<file path="config.mk">
export PLATFORM = sky130hd
export DESIGN_NAME = blink_sequencer
export DESIGN_NICKNAME = d
export VERILOG_FILES = /design/src/rtl/blink_pkg.sv /design/src/rtl/blink_sequencer_tick_divider.sv /design/src/rtl/blink_sequencer.sv
export SDC_FILE = /design/constraint.sdc
export NUM_CORES = 1
export LEC_CHECK = 0
export BUFFER_PORTS_ARGS = -buffer_cell sky130_fd_sc_hd__clkbuf_2
export CELL_PAD_IN_SITES_DETAIL_PLACEMENT = 0
export CELL_PAD_IN_SITES_GLOBAL_PLACEMENT = 2
export CORE_ASPECT_RATIO = 1.2
export CORE_MARGIN = 5
export CORE_UTILIZATION = 44
export CTS_CLUSTER_DIAMETER = 50
export DETAILED_ROUTE_END_ITERATION = 16
export PLACE_DENSITY = 0.8
export SLEW_MARGIN = 20
export SYNTH_ARGS = -nofsm -noshare
export SYNTH_HDL_FRONTEND = slang
export SYNTH_SLANG_ARGS = --single-unit
</file>
<file path="constraint.sdc">
create_clock -name i_clock -period 9.9 [get_ports i_clock]
set_clock_uncertainty 0.2 [all_clocks]
set_input_delay 0.99 -clock i_clock [delete_from_list [all_inputs] [get_ports i_clock]]
set_output_delay 0.99 -clock i_clock [all_outputs]
set_load 0.02 [all_outputs]
</file>
<file path="src/rtl/blink_pkg.sv">
// Shared sequencer state type and pattern-entry field helpers for the blinky family.
package blink_pkg;

  typedef enum logic [1:0] {
    IDLE = 2'd0,
    LOAD = 2'd1,
    RUN  = 2'd2,
    DONE = 2'd3
  } state_t;

  // Entry layout is {enable, speed, duration[dur_width-1:0]}.
  function automatic int en_bit(input int dur_width);
    return dur_width + 1;
  endfunction

  function automatic int spd_bit(input int dur_width);
    return dur_width;
  endfunction

endpackage

</file>
<file path="src/rtl/blink_sequencer_tick_divider.sv">
// Free-running prescaler: o_tick fires on the cycle the count wraps from TICK_DIV-1.
module tick_divider #(
  parameter int TICK_DIV = 2500
) (
  input  logic i_clock,
  input  logic i_reset,
  input  logic i_clear,
  input  logic i_run,
  output logic o_tick
);

  localparam int            CW   = (TICK_DIV > 1) ? $clog2(TICK_DIV) : 1;
  localparam logic [CW-1:0] LAST = CW'(TICK_DIV - 1);

  logic [CW-1:0] r_count;
  logic          w_wrap;

  assign w_wrap = (r_count == LAST);
  assign o_tick = i_run && w_wrap;

  // prescaler count, cleared synchronously whenever the owner is not running
  always_ff @(posedge i_clock or posedge i_reset) begin
    if (i_reset) begin
      r_count <= CW'(0);
    end else if (i_clear) begin
      r_count <= CW'(0);
    end else if (i_run) begin
      if (w_wrap) begin
        r_count <= CW'(0);
      end else begin
        r_count <= r_count + CW'(1);
      end
    end else begin
      r_count <= r_count;
    end
  end

endmodule

</file>
<file path="src/rtl/blink_sequencer.sv">
// Steps through a small {enable, speed, duration} table and drives blinky's inputs.
module blink_sequencer
  import blink_pkg::*;
#(
  parameter int STEPS     = 4,
  parameter int DUR_WIDTH = 8,
  parameter int TICK_DIV  = 2500
) (
  input  logic                     i_clock,
  input  logic                     i_reset,
  input  logic                     i_start,
  input  logic                     i_stop,
  input  logic                     i_loop,
  input  logic                     i_cfg_we,
  input  logic [$clog2(STEPS)-1:0] i_cfg_addr,
  input  logic [DUR_WIDTH+1:0]     i_cfg_data,
  output logic                     o_enable,
  output logic                     o_speed,
  output logic [$clog2(STEPS)-1:0] o_step,
  output logic                     o_busy,
  output logic                     o_done
);

  localparam int                 SW        = $clog2(STEPS);
  localparam int                 EN_BIT    = en_bit(DUR_WIDTH);
  localparam int                 SPD_BIT   = spd_bit(DUR_WIDTH);
  localparam logic [SW-1:0]      LAST_STEP = SW'(STEPS - 1);

  logic [DUR_WIDTH+1:0] r_table [STEPS];
  state_t               r_state;
  logic [SW-1:0]        r_step;
  logic [DUR_WIDTH-1:0] r_dur;
  logic                 r_enable;
  logic                 r_speed;
  logic                 r_busy;
  logic                 r_done;

  state_t               w_state_nxt;
  logic [SW-1:0]        w_step_nxt;
  logic [DUR_WIDTH-1:0] w_dur_nxt;
  logic                 w_enable_nxt;
  logic                 w_speed_nxt;
  logic                 w_done_nxt;
  logic                 w_tick;
  logic [DUR_WIDTH+1:0] w_entry;
  logic [DUR_WIDTH-1:0] w_entry_dur;

  assign w_entry     = r_table[r_step];
  assign w_entry_dur = w_entry[DUR_WIDTH-1:0];

  tick_divider #(
    .TICK_DIV (TICK_DIV)
  ) u_tick_divider (
    .i_clock (i_clock),
    .i_reset (i_reset),
    .i_clear (r_state != RUN),
    .i_run   (r_state == RUN),
    .o_tick  (w_tick)
  );

  // pattern table; a write lands on the next edge, so a running step keeps its loaded copy
  always_ff @(posedge i_clock or posedge i_reset) begin
    if (i_reset) begin
      for (int i = 0; i < STEPS; i++) begin
        r_table[i] <= '0;
      end
    end else if (i_cfg_we) begin
      r_table[i_cfg_addr] <= i_cfg_data;
    end else begin
      r_table <= r_table;
    end
  end

  // next-state and next-output decode; stop outranks everything outside IDLE
  always_comb begin
    w_state_nxt  = r_state;
    w_step_nxt   = r_step;
    w_dur_nxt    = r_dur;
    w_enable_nxt = r_enable;
    w_speed_nxt  = r_speed;
    w_done_nxt   = 1'b0;
    if (i_stop && (r_state != IDLE)) begin
      w_state_nxt  = IDLE;
      w_step_nxt   = SW'(0);
      w_dur_nxt    = DUR_WIDTH'(0);
      w_enable_nxt = 1'b0;
      w_speed_nxt  = 1'b0;
    end else begin
      case (r_state)
        IDLE: begin
          w_enable_nxt = 1'b0;
          w_speed_nxt  = 1'b0;
          if (i_start && !i_stop) begin
            w_state_nxt = LOAD;
            w_step_nxt  = SW'(0);
          end else begin
            w_state_nxt = IDLE;
          end
        end
        LOAD: begin
          if (w_entry_dur == DUR_WIDTH'(0)) begin
            w_state_nxt  = DONE;
            w_done_nxt   = 1'b1;
            w_enable_nxt = 1'b0;
            w_speed_nxt  = 1'b0;
          end else begin
            w_state_nxt  = RUN;
            w_dur_nxt    = w_entry_dur;
            w_enable_nxt = w_entry[EN_BIT];
            w_speed_nxt  = w_entry[SPD_BIT];
          end
        end
        RUN: begin
          if (w_tick) begin
            w_dur_nxt = r_dur - DUR_WIDTH'(1);
            if (r_dur == DUR_WIDTH'(1)) begin
              if (r_step != LAST_STEP) begin
                w_state_nxt = LOAD;
                w_step_nxt  = r_step + SW'(1);
              end else if (i_loop) begin
                w_state_nxt = LOAD;
                w_step_nxt  = SW'(0);
              end else begin
                w_state_nxt  = DONE;
                w_done_nxt   = 1'b1;
                w_enable_nxt = 1'b0;
                w_speed_nxt  = 1'b0;
              end
            end else begin
              w_state_nxt = RUN;
            end
          end else begin
            w_state_nxt = RUN;
          end
        end
        DONE: begin
          w_state_nxt  = IDLE;
          w_enable_nxt = 1'b0;
          w_speed_nxt  = 1'b0;
        end
        default: begin
          w_state_nxt  = IDLE;
          w_step_nxt   = SW'(0);
          w_enable_nxt = 1'b0;
          w_speed_nxt  = 1'b0;
        end
      endcase
    end
  end

  // state and registered outputs
  always_ff @(posedge i_clock or posedge i_reset) begin
    if (i_reset) begin
      r_state  <= IDLE;
      r_step   <= SW'(0);
      r_dur    <= DUR_WIDTH'(0);
      r_enable <= 1'b0;
      r_speed  <= 1'b0;
      r_busy   <= 1'b0;
      r_done   <= 1'b0;
    end else begin
      r_state  <= w_state_nxt;
      r_step   <= w_step_nxt;
      r_dur    <= w_dur_nxt;
      r_enable <= w_enable_nxt;
      r_speed  <= w_speed_nxt;
      r_busy   <= (w_state_nxt != IDLE);
      r_done   <= w_done_nxt;
    end
  end

  assign o_enable = r_enable;
  assign o_speed  = r_speed;
  assign o_step   = r_step;
  assign o_busy   = r_busy;
  assign o_done   = r_done;

endmodule

</file>
Yosys cells after proc, flatten, opt, wreduce, memory -nomap -nowiden
Cells that the tools add are included.
{ "op_classes": {"n_addsub": 3, "n_mul": 0, "n_div": 0, "order_cmp": 3, "n_eq_ne": 14, "n_shift": 0, "mux": 45, "n_bitwise": 2, "n_reduce_logical": 16} }
{ "ops": {"columns": ["op", "n"], "rows": [
  ["$bwmux W40", 1],
  ["$mux W12", 3],
  ["$mux W10", 3],
  ["$mux W8", 3],
  ["$mux W2", 11],
  ["$bmux W10 S2", 1],
  ["$demux W10 S2", 1],
  ["$ne A3 B3 Y1 const B", 6],
  ["$mux W1", 16],
  ["$pmux W8 S2", 1],
  ["$add A12 B1 Y12 const B", 1],
  ["$eq A12 B12 Y1 const B", 1],
  ["$eq A8 B1 Y1 const B", 1],
  ["$logic_not A8 Y1", 1],
  ["$pmux W2 S4", 1],
  ["$sub A8 B1 Y8 const B", 1],
  ["$ge A3 B3 Y1 const B", 2],
  ["$not A2 Y3", 2],
  ["$pmux W1 S3", 2],
  ["$reduce_bool A2 Y1", 3],
  ["$reduce_bool A3 Y1", 2],
  ["$reduce_and A5 Y1", 1],
  ["$eq A2 B2 Y1 const B", 2],
  ["$logic_and A1 B1 Y1", 4],
  ["other kinds (12)", 13]
]} }
{ "word_totals": {"regBits": 68, "latch_bits": 0, "ram_bits": 0, "mem_bits_ro": 0, "input_bits": 18, "out_inout_bits": 6, "elab_cells": 95, "memories": 0} }

Logic depth before layout (Yosys ltp)
Gate-level depths: netlist (run 1).
{ "logic_depth": {"depth_word": 9, "depth_mapped": 9, "ltp_nobuf": 7} }

By module
From an unflattened synthesis (run 1), not the netlist that was laid out.
{ "unflattened": {"hier_cells": 313, "area_unflattened_um2": 3654.8} }
{ "by_module_without_submodules": {"columns": ["mod", "instances", "cells_per_inst", "area_per_inst_um2", "seq_area_each_um2"], "rows": [
  ["blink_sequencer", 1, 238, 2936.6, 1401.3],
  ["tick_divider", 1, 75, 718.2, 300.3]
]} }

Least setup slack after synthesis (run 1)
OpenSTA, ideal clock, no wires.
{ "synth_path": {"path_type": "register -> register", "startpoint": "register r_step[0], in the netlist o_step[0]", "endpoint": "register r_dur[5]", "setup_ns": 0.126, "t_arrival_ns": 2.981, "required_ns": 9.574, "path_slack_ns": 6.593, "path_stages_with_launch": 9, "path_buffers": 3, "synth_period_minus_slack_ns": 3.307, "cell_sequence": "dfrtp_1 > buf_6 > mux4_2 > or4_4 > or4b_1 > buf_2 > and2_4 > buf_6 > a221o_1"} }
{ "synth_via": {"elab_chain_len": 7, "elab_cells_between_ends": 10, "classes_between": "eq/ne (1); mux (6); bitwise (1); reduce/logical (2)"} }
{ "synth_rtl": {"columns": ["element", "line_no", "source"], "rows": [
  ["start, declared", "blink_sequencer.sv:31", "logic [SW-1:0] r_step;"],
  ["start signal, assigned", "blink_sequencer.sv:163", "r_step <= w_step_nxt;"],
  ["$not A2 Y3 (not written as such) *", "blink_sequencer.sv:48", "assign w_entry = r_table[r_step];"],
  ["$bmux W10 S2 *", "blink_sequencer.sv:48", null],
  ["$mux W10 (not written as such) * (2 in series)", "blink_sequencer.sv:48", null],
  ["$logic_not A8 Y1 or $mux W8 (tied branches)", "blink_sequencer.sv:101", "if (w_entry_dur == DUR_WIDTH'(0)) begin"],
  ["$ne A3 B3 Y1 (no line) or $pmux W8 S2 (tied branches)", null, null],
  ["$reduce_and A3 Y1 (no line) or $mux W8 (tied branches)", null, null],
  ["end signal, assigned", "blink_sequencer.sv:164", "r_dur <= w_dur_nxt;"],
  ["end, declared", "blink_sequencer.sv:32", "logic [DUR_WIDTH-1:0] r_dur;"]
]} }
Every way passes the cells marked *; elsewhere a longest branch is shown, timed or not. The select of a mux whose other input is x is not followed.
A chain may end at the register's enable or synchronous reset.

Final worst setup path (run 1)
Ends and elaborated chain as after synthesis.

==> results of run 1 <==
==> registers in the layout, indices dropped and copies added, names as in the netlist <==
name                    count
o_done                      1
o_speed                     1
o_enable                    1
r_state                     2
o_busy                      1
r_dur                       8
u_tick_divider.r_count     12
r_table                    40
o_step                      2
==> layout by cell type (no fill, tap or decap), types with 2 or more instances in the layout <==
cell type	Yosys	routed
dfrtp_1	68	68
and3_1	4	4
nor2b_1	6	6
clkbuf_8	0	10
a32o_1	4	4
and4_1	3	3
inv_1	10	9
clkbuf_2	0	23
buf_4	0	2
inv_6	0	2
nor3_1	8	8
nand3b_1	2	2
a21oi_1	6	6
bufinv_16	0	2
a31oi_1	3	3
nand2_1	13	13
ha_1	8	8
or4b_1	2	2
a21o_1	2	2
nand3_1	10	10
nand4_1	8	8
xnor2_1	2	2
o21ai_0	6	6
nor4_1	2	2
nor2_1	26	26
a221o_1	2	2
mux2_2	42	42
xor2_1	8	8
mux4_2	8	8
mux4_1	2	2
==> logic make-up (layout without fill, tap and decap cells) <==
family / Yosys count / in the layout / synth area share (%)
fa+ha+maj: 8 / 8 / 2.94
xor+xnor: 10 / 10 / 2.57
mux: 52 / 52 / 20.7
flops: 68 / 68 / 50.0
compound gates: 34 / 34 / 7.13
buf+inv: 21 / 51 / 2.79
simple gates: 90 / 90 / 13.8
==> report_power, final <==
part / internal (W) / switching (W)
sequential: 0.000334 / 0.0000400
combinational: 0.000118 / 0.000156
clock: 0.000151 / 0.000112
==> per-stage QoR <==
step / instances / cell area (um2) / hold WS [ns] / setup slack, ns / utilization [%]
final: 405 / 3820 / 0.304 / 6.20 / 50.2
after detailed placement: 389 / 3590 / 0.290 / 6.20 / 47.1
after CTS: 405 / 3820 / 0.308 / 6.17 / 50.2
after global routing: 405 / 3820 / 0.323 / 5.99 / 50.2
after floorplan: 283 / 3400 / 0.267 / 6.59 / -
after global placement: 389 / 3590 / 0.281 / 6.24 / 47.1
==> area by class of cell <==
cell class                 count  area share (%)
clock buffer                  10            3.60
clock inverter                 6            2.45
inverter                      10           0.982
multi-input combinational    194            42.0
sequential                    68            44.5
tap                           92            3.01
timing repair buffer          25            3.40
==> routing by layer <==
layer  vias to the layer above  share of wire, %  GRT usage [%]
li1                       1094                 -              -
met2                        33                50           26.4
met5                         -                 0              0
met1                      1141                46           21.3
met3                         7               2.9           4.25
met4                         0               1.1           4.79
==> worst paths after layout <==
kind,depth (start not counted),slack (ns),to
setup / recovery,5,6.20,r_dur[5]$_DFFE_PP0P_
hold / removal,1,0.30,r_table[8]$_DFFE_PP0P_
setup reg to reg,5,6.20,r_dur[5]$_DFFE_PP0P_
hold reg to reg,1,0.30,r_table[8]$_DFFE_PP0P_
max in group asynchronous,3,8.26,r_dur[7]$_DFFE_PP0P_
min in group asynchronous,3,0.68,o_enable$_DFFE_PP0P_
==> flow_metrics.py, run 1 <==
metrics = {
    "sta": {
        "fmax_mhz": 271,
        "setup_tns_ns": 0,
        "min_period_over_period_pct": 37.3,
        "period_minus_slack_ns": 3.70,
        "finalSetupViolations": 0,
        "worst-slew-pin-transition_ns": 0.852,
        "relSlewSlack_pct": 43.2,
        "slew_viol_final": 0,
        "hold_viol": 0,
        "rsz0062_at_grt": "false",
    },
    "clock_network": {
        "post_cts_resized": 0,
        "cts_setup_buffers": 0,
        "cts_buffers": 9,
        "clock_sinks": 68,
        "cts_tree": "done",
        "ctsHoldBuffers": 0,
        "clk_pin_slew_ns": 0.08,
        "htree_levels": 3,
        "cts_buffer_depth": 2,
        "cts-root-buf": "clkbuf_8",
        "worst_skew_pair.late_latency_ns": 0.34,
    },
    "die": {
        "num_rows": 35,
        "die_h_um": 106,
        "num_io_pins": 24,
        "initial_core_util_pct": 44.7,
        "coreArea_mm2": 0.00762,
        "die_x_um": 90.3,
        "die_area_mm2": 0.00960,
    },
    "logic_synthesis": {
        "synth_edf_count": 0,
        "ys_seq_area_share_pct": 50.0,
        "yosys-top-cells-area": "dfrtp_1 (50%), mux2_2 (14%), mux4_2 (5.3%), ha_1 (2.9%), nor2_1 (2.9%)",
        "synth.most_common_cell": "dfrtp_1",
        "synth-main-ff-cell": "dfrtp_1",
        "yosysTopAreaCellShare_pct": 50.0,
        "synthArstFlopShare_pct": 100,
        "synth_top_area_cell": "dfrtp_1",
        "syn_nets": 309,
        "syn_inst": 283,
        "ys_warn_count": 0,
        "netlist_area_mm2": 0.00340,
        "synth_area_per_cell_um2": 12.0,
        "synth_commonest_cells": "dfrtp_1 (68), mux2_2 (42), nor2_1 (26)",
        "ys_types": 46,
        "ys_ff_latch": 68,
    },
    "finish": {
        "seqCellArea_mm2": 0.00170,
        "multiInputGateArea_mm2": 0.00161,
        "antennaDiodeCount": 0,
        "final_nets": 334,
        "syn2layout_area_growth_pct": 12.3,
        "layout-drive-gt1-share_pct": 30.0,
        "fill_cells": 721,
    },
    "critical_path": {
        "crit_fanout": 14,
        "critical_path.max_stage_delay_ns": 0.80,
        "path_cells": "mux4_1 > or4_1 > or4b_1 > and2_4 > a221o_1",
        "path_buf_inv": 0,
        "worst_setup_path_end_kind": "flop",
        "startpoint": "o_step[0]$_DFFE_PP0P_",
        "path_delay_family": "simple AND/OR/NAND/NOR gates",
        "crit_path_top_delay_cell": "dfrtp_1",
        "critPathArrivalTime_ns": 3.71,
        "required_ns": 9.91,
        "r2r-start": "o_step[0]$_DFFE_PP0P_",
        "crit_type": "flop to flop",
        "startpoint_type": "flop",
    },
    "route": {
        "wirelength_um": 7010,
        "drc": 0,
        "drt_pass1_iterations": 4,
        "avgRoutedWirePerCell_um": 17.3,
        "initialDrtViolationCount": 148,
        "vias": 2275,
        "ant_nets": 0,
        "vias_per_cell": 5.62,
    },
    "hold_path": {
        "hold_class": "flop to flop",
        "worst_hold_startpoint": "r_table[8]$_DFFE_PP0P_",
    },
    "placed_design": {
        "io_buffers": 23,
        "hpwl_um": 5000,
        "gp_congestion": 0.799,
    },
    "pwr": {
        "ir_worst_vdd_uv": 113,
        "power.density_mw_per_mm2": 238,
        "p_leak_nw": 1.65,
        "power_w": 0.000911,
    },
    "global_routing": {
        "grt_pass1_wl_um": 12500,
        "grt_max_degree": 69,
        "grt_pass1_vias": 2402,
        "grt.overflow.total": 0,
        "grt_use_total_pct": 16.2,
        "grt_antenna_before_repair": 0,
    },
    "status": {
        "outcome": "finished, final reports clean",
    },
    "job": {
        "drv_cap": 0,
    },
}
Power figures use the tool's default switching activity.
==> inputs of run 2 (changes only) <==
- CORE_UTILIZATION: 44 -> 37
- PLACE_DENSITY: 0.8 -> 0.71
- clock period: 9.9 -> 3.1 ns (I/O delays scaled with it)
==> run 2 against run 1 <==
Net effect: the run now ends with negative hold slack left; hold slack got worse by 0.30 ns; flip-flop and latch count did not move; final area increased by 2.1%; sequential share of layout area is 0.88 points lower; final cell count is 9.1% higher; first-iteration DRC count down 22%; global-route usage fell by 1.3 points; non-clock buffer count increased by 9; largest power group unchanged; die area increased by 17%.
==> flow_metrics.py, run 2 (same netlist as run 1, synthesis figures left out) <==
metrics = {
    "critical_path": {
        "startpoint_type": "flop",
        "r2r_end": "r_dur[6]$_DFFE_PP0P_",
        "critPathArrivalTime_ns": 3.03,
        "r2r-start": "o_step[0]$_DFFE_PP0P_",
        "crit_type": "flop to flop",
        "crit_fanout": 7,
        "ff2ff_path_depth": 6,
        "required_ns": 3.13,
        "rrSetupSlack_ns": 0.1,
        "worst_setup_path_end_kind": "flop",
    },
    "route": {
        "avgRoutedWirePerCell_um": 16.6,
        "wirelength_um": 7330,
        "vias": 2348,
        "initialDrtViolationCount": 116,
        "ant_nets": 0,
        "drt_pass1_iterations": 4,
        "drc": 0,
        "vias_per_cell": 5.31,
    },
    "sta": {
        "setup_ws_ns": 0.0987,
        "finalSetupViolations": 0,
        "hold_viol": 1,
        "slew_viol_final": 0,
        "relSlewSlack_pct": 42.5,
        "min_period_over_period_pct": 96.8,
        "worst-slew-pin-transition_ns": 0.862,
        "fmax_mhz": 333,
        "period_minus_slack_ns": 3.00,
        "holdWs_ns": -0.00107,
    },
    "finish": {
        "largestRegisters": "r_table: 40 flops, u_tick_divider.r_count: 12 flops, r_dur: 8 flops",
        "layout-drive-gt1-share_pct": 33.2,
        "utilization_pct": 43.2,
        "syn2layout_area_growth_pct": 14.7,
        "final_cell_mix": "dfrtp_1 (67), mux2_2 (42), nor2_1 (26)",
        "final_nets": 343,
        "regMostFlops": "r_table",
        "layout_commonest_cell": "dfrtp_1",
        "antennaDiodeCount": 0,
        "largest_reg_flops": 40,
    },
    "clock_network": {
        "htree_levels": 3,
        "clk_pin_slew_ns": 0.07,
        "cts_setup_buffers": 0,
        "clock_sinks": 68,
        "ctsHoldBuffers": 0,
        "cts_buffer_depth": 2,
        "cts_tree": "done",
        "worst_skew_pair.late_latency_ns": 0.35,
        "cts-root-buf": "clkbuf_8",
        "cts_buffers": 9,
    },
    "global_routing": {
        "grt_antenna_before_repair": 0,
        "grt_pass1_vias": 2486,
        "grt.overflow.total": 0,
        "grt_max_degree": 69,
        "grt_pass1_wl_um": 12900,
        "grt_use_total_pct": 14.9,
    },
    "die": {
        "die_area_mm2": 0.0112,
        "initial_core_util_pct": 37.7,
        "num_rows": 38,
        "die_x_um": 97.6,
        "num_io_pins": 24,
        "die_h_um": 115,
        "coreArea_mm2": 0.00903,
    },
    "job": {
        "drv_cap": 0,
    },
    "pwr": {
        "p_leak_nw": 1.68,
        "ir_worst_vdd_uv": 396,
        "power.density_mw_per_mm2": 722,
    },
    "status": {
        "violations": "negative hold slack",
        "outcome": "finished with violations",
    },
    "placed_design": {
        "hpwl_um": 5330,
        "io_buffers": 23,
        "pre_cts_ws_ns": 0.0904,
        "gp_congestion": 0.766,
    },
    "hold_path": {
        "hold_class": "input pin to asynchronous set/reset pin",
    },
}
==> run 2: area by class of cell <==
| type | instances | area (um2) |
|---|---|---|
| flip-flops and latches | 68 | 1700 |
| well taps | 120 | 150 |
| multi-input cells | 194 | 1610 |
| repair buffers | 34 | 210 |
| clock buffers | 9 | 124 |
| fillers | 870 | 5130 |
| clock inverters | 7 | 67.6 |
| inverters | 10 | 37.5 |
==> run 2: critical path, cell delays in order (launching register included) <==
cell and delay [ns]:
dfrtp_2 0.43, buf_12 0.15, mux4_2 0.52, or4_4 0.57, or4b_4 0.50, and2_4 0.20, a221o_1 0.31
==> run 2: power by group <==
| group | internal, W | total (W) | switching [W] |
|---|---|---|---|
| clock | 0.000366 | 0.000709 | 0.000343 |
| combinational | 0.000413 | 0.000913 | 0.000500 |
| sequential | 0.00107 | 0.00119 | 0.000128 |
| total | 0.00185 | 0.00282 | 0.000971 |
==> run 2: metal layers <==
metal	vias to the layer above	global-route usage, %	part of all wire [%]
li1	1110	-	-
met1	1193	18.7	46
met2	39	24.3	50
met3	6	4.13	3.2
met4	0	6.37	1.2
met5	-	0	0
==> run 2: through the flow <==
step                total power (W)  cell area (um2)  instances  hold WS (ns)  TNS [ns]
finish                      0.00282             3900        442      -0.00107         0
global route                0.00304             3900        442        0.0233  -0.00146
CTS                         0.00285             3900        442       0.00537         0
detailed placement          0.00213             3710        426         0.285         0
global placement            0.00213             3710        426         0.283         0
floorplan                   0.00187             3420        283         0.183    -0.248
==> run 2: how the worst max path moves through the flow <==
stage	start	to	slack, ns	cells after the start
2_1_floorplan	o_step[0]$_DFFE_PP0P_	r_dur[5]$_DFFE_PP0P_	-0.10	8
3_3_place_gp	o_step[0]$_DFFE_PP0P_	r_dur[6]$_DFFE_PP0P_	0.15	6
3_5_place_dp	o_step[0]$_DFFE_PP0P_	r_dur[5]$_DFFE_PP0P_	0.09	6
4_1_cts	o_step[0]$_DFFE_PP0P_	r_dur[6]$_DFFE_PP0P_	0.08	6
5_1_grt	o_step[0]$_DFFE_PP0P_	r_dur[3]$_DFFE_PP0P_	-0.001	7
6_report	o_step[0]$_DFFE_PP0P_	r_dur[6]$_DFFE_PP0P_	0.1	6
==> run 2: timing repair <==
action,4_1_cts,5_1_grt
gates resized for setup,0,3
setup endpoints to repair,0,3
endpoints found under the hold margin,0,0
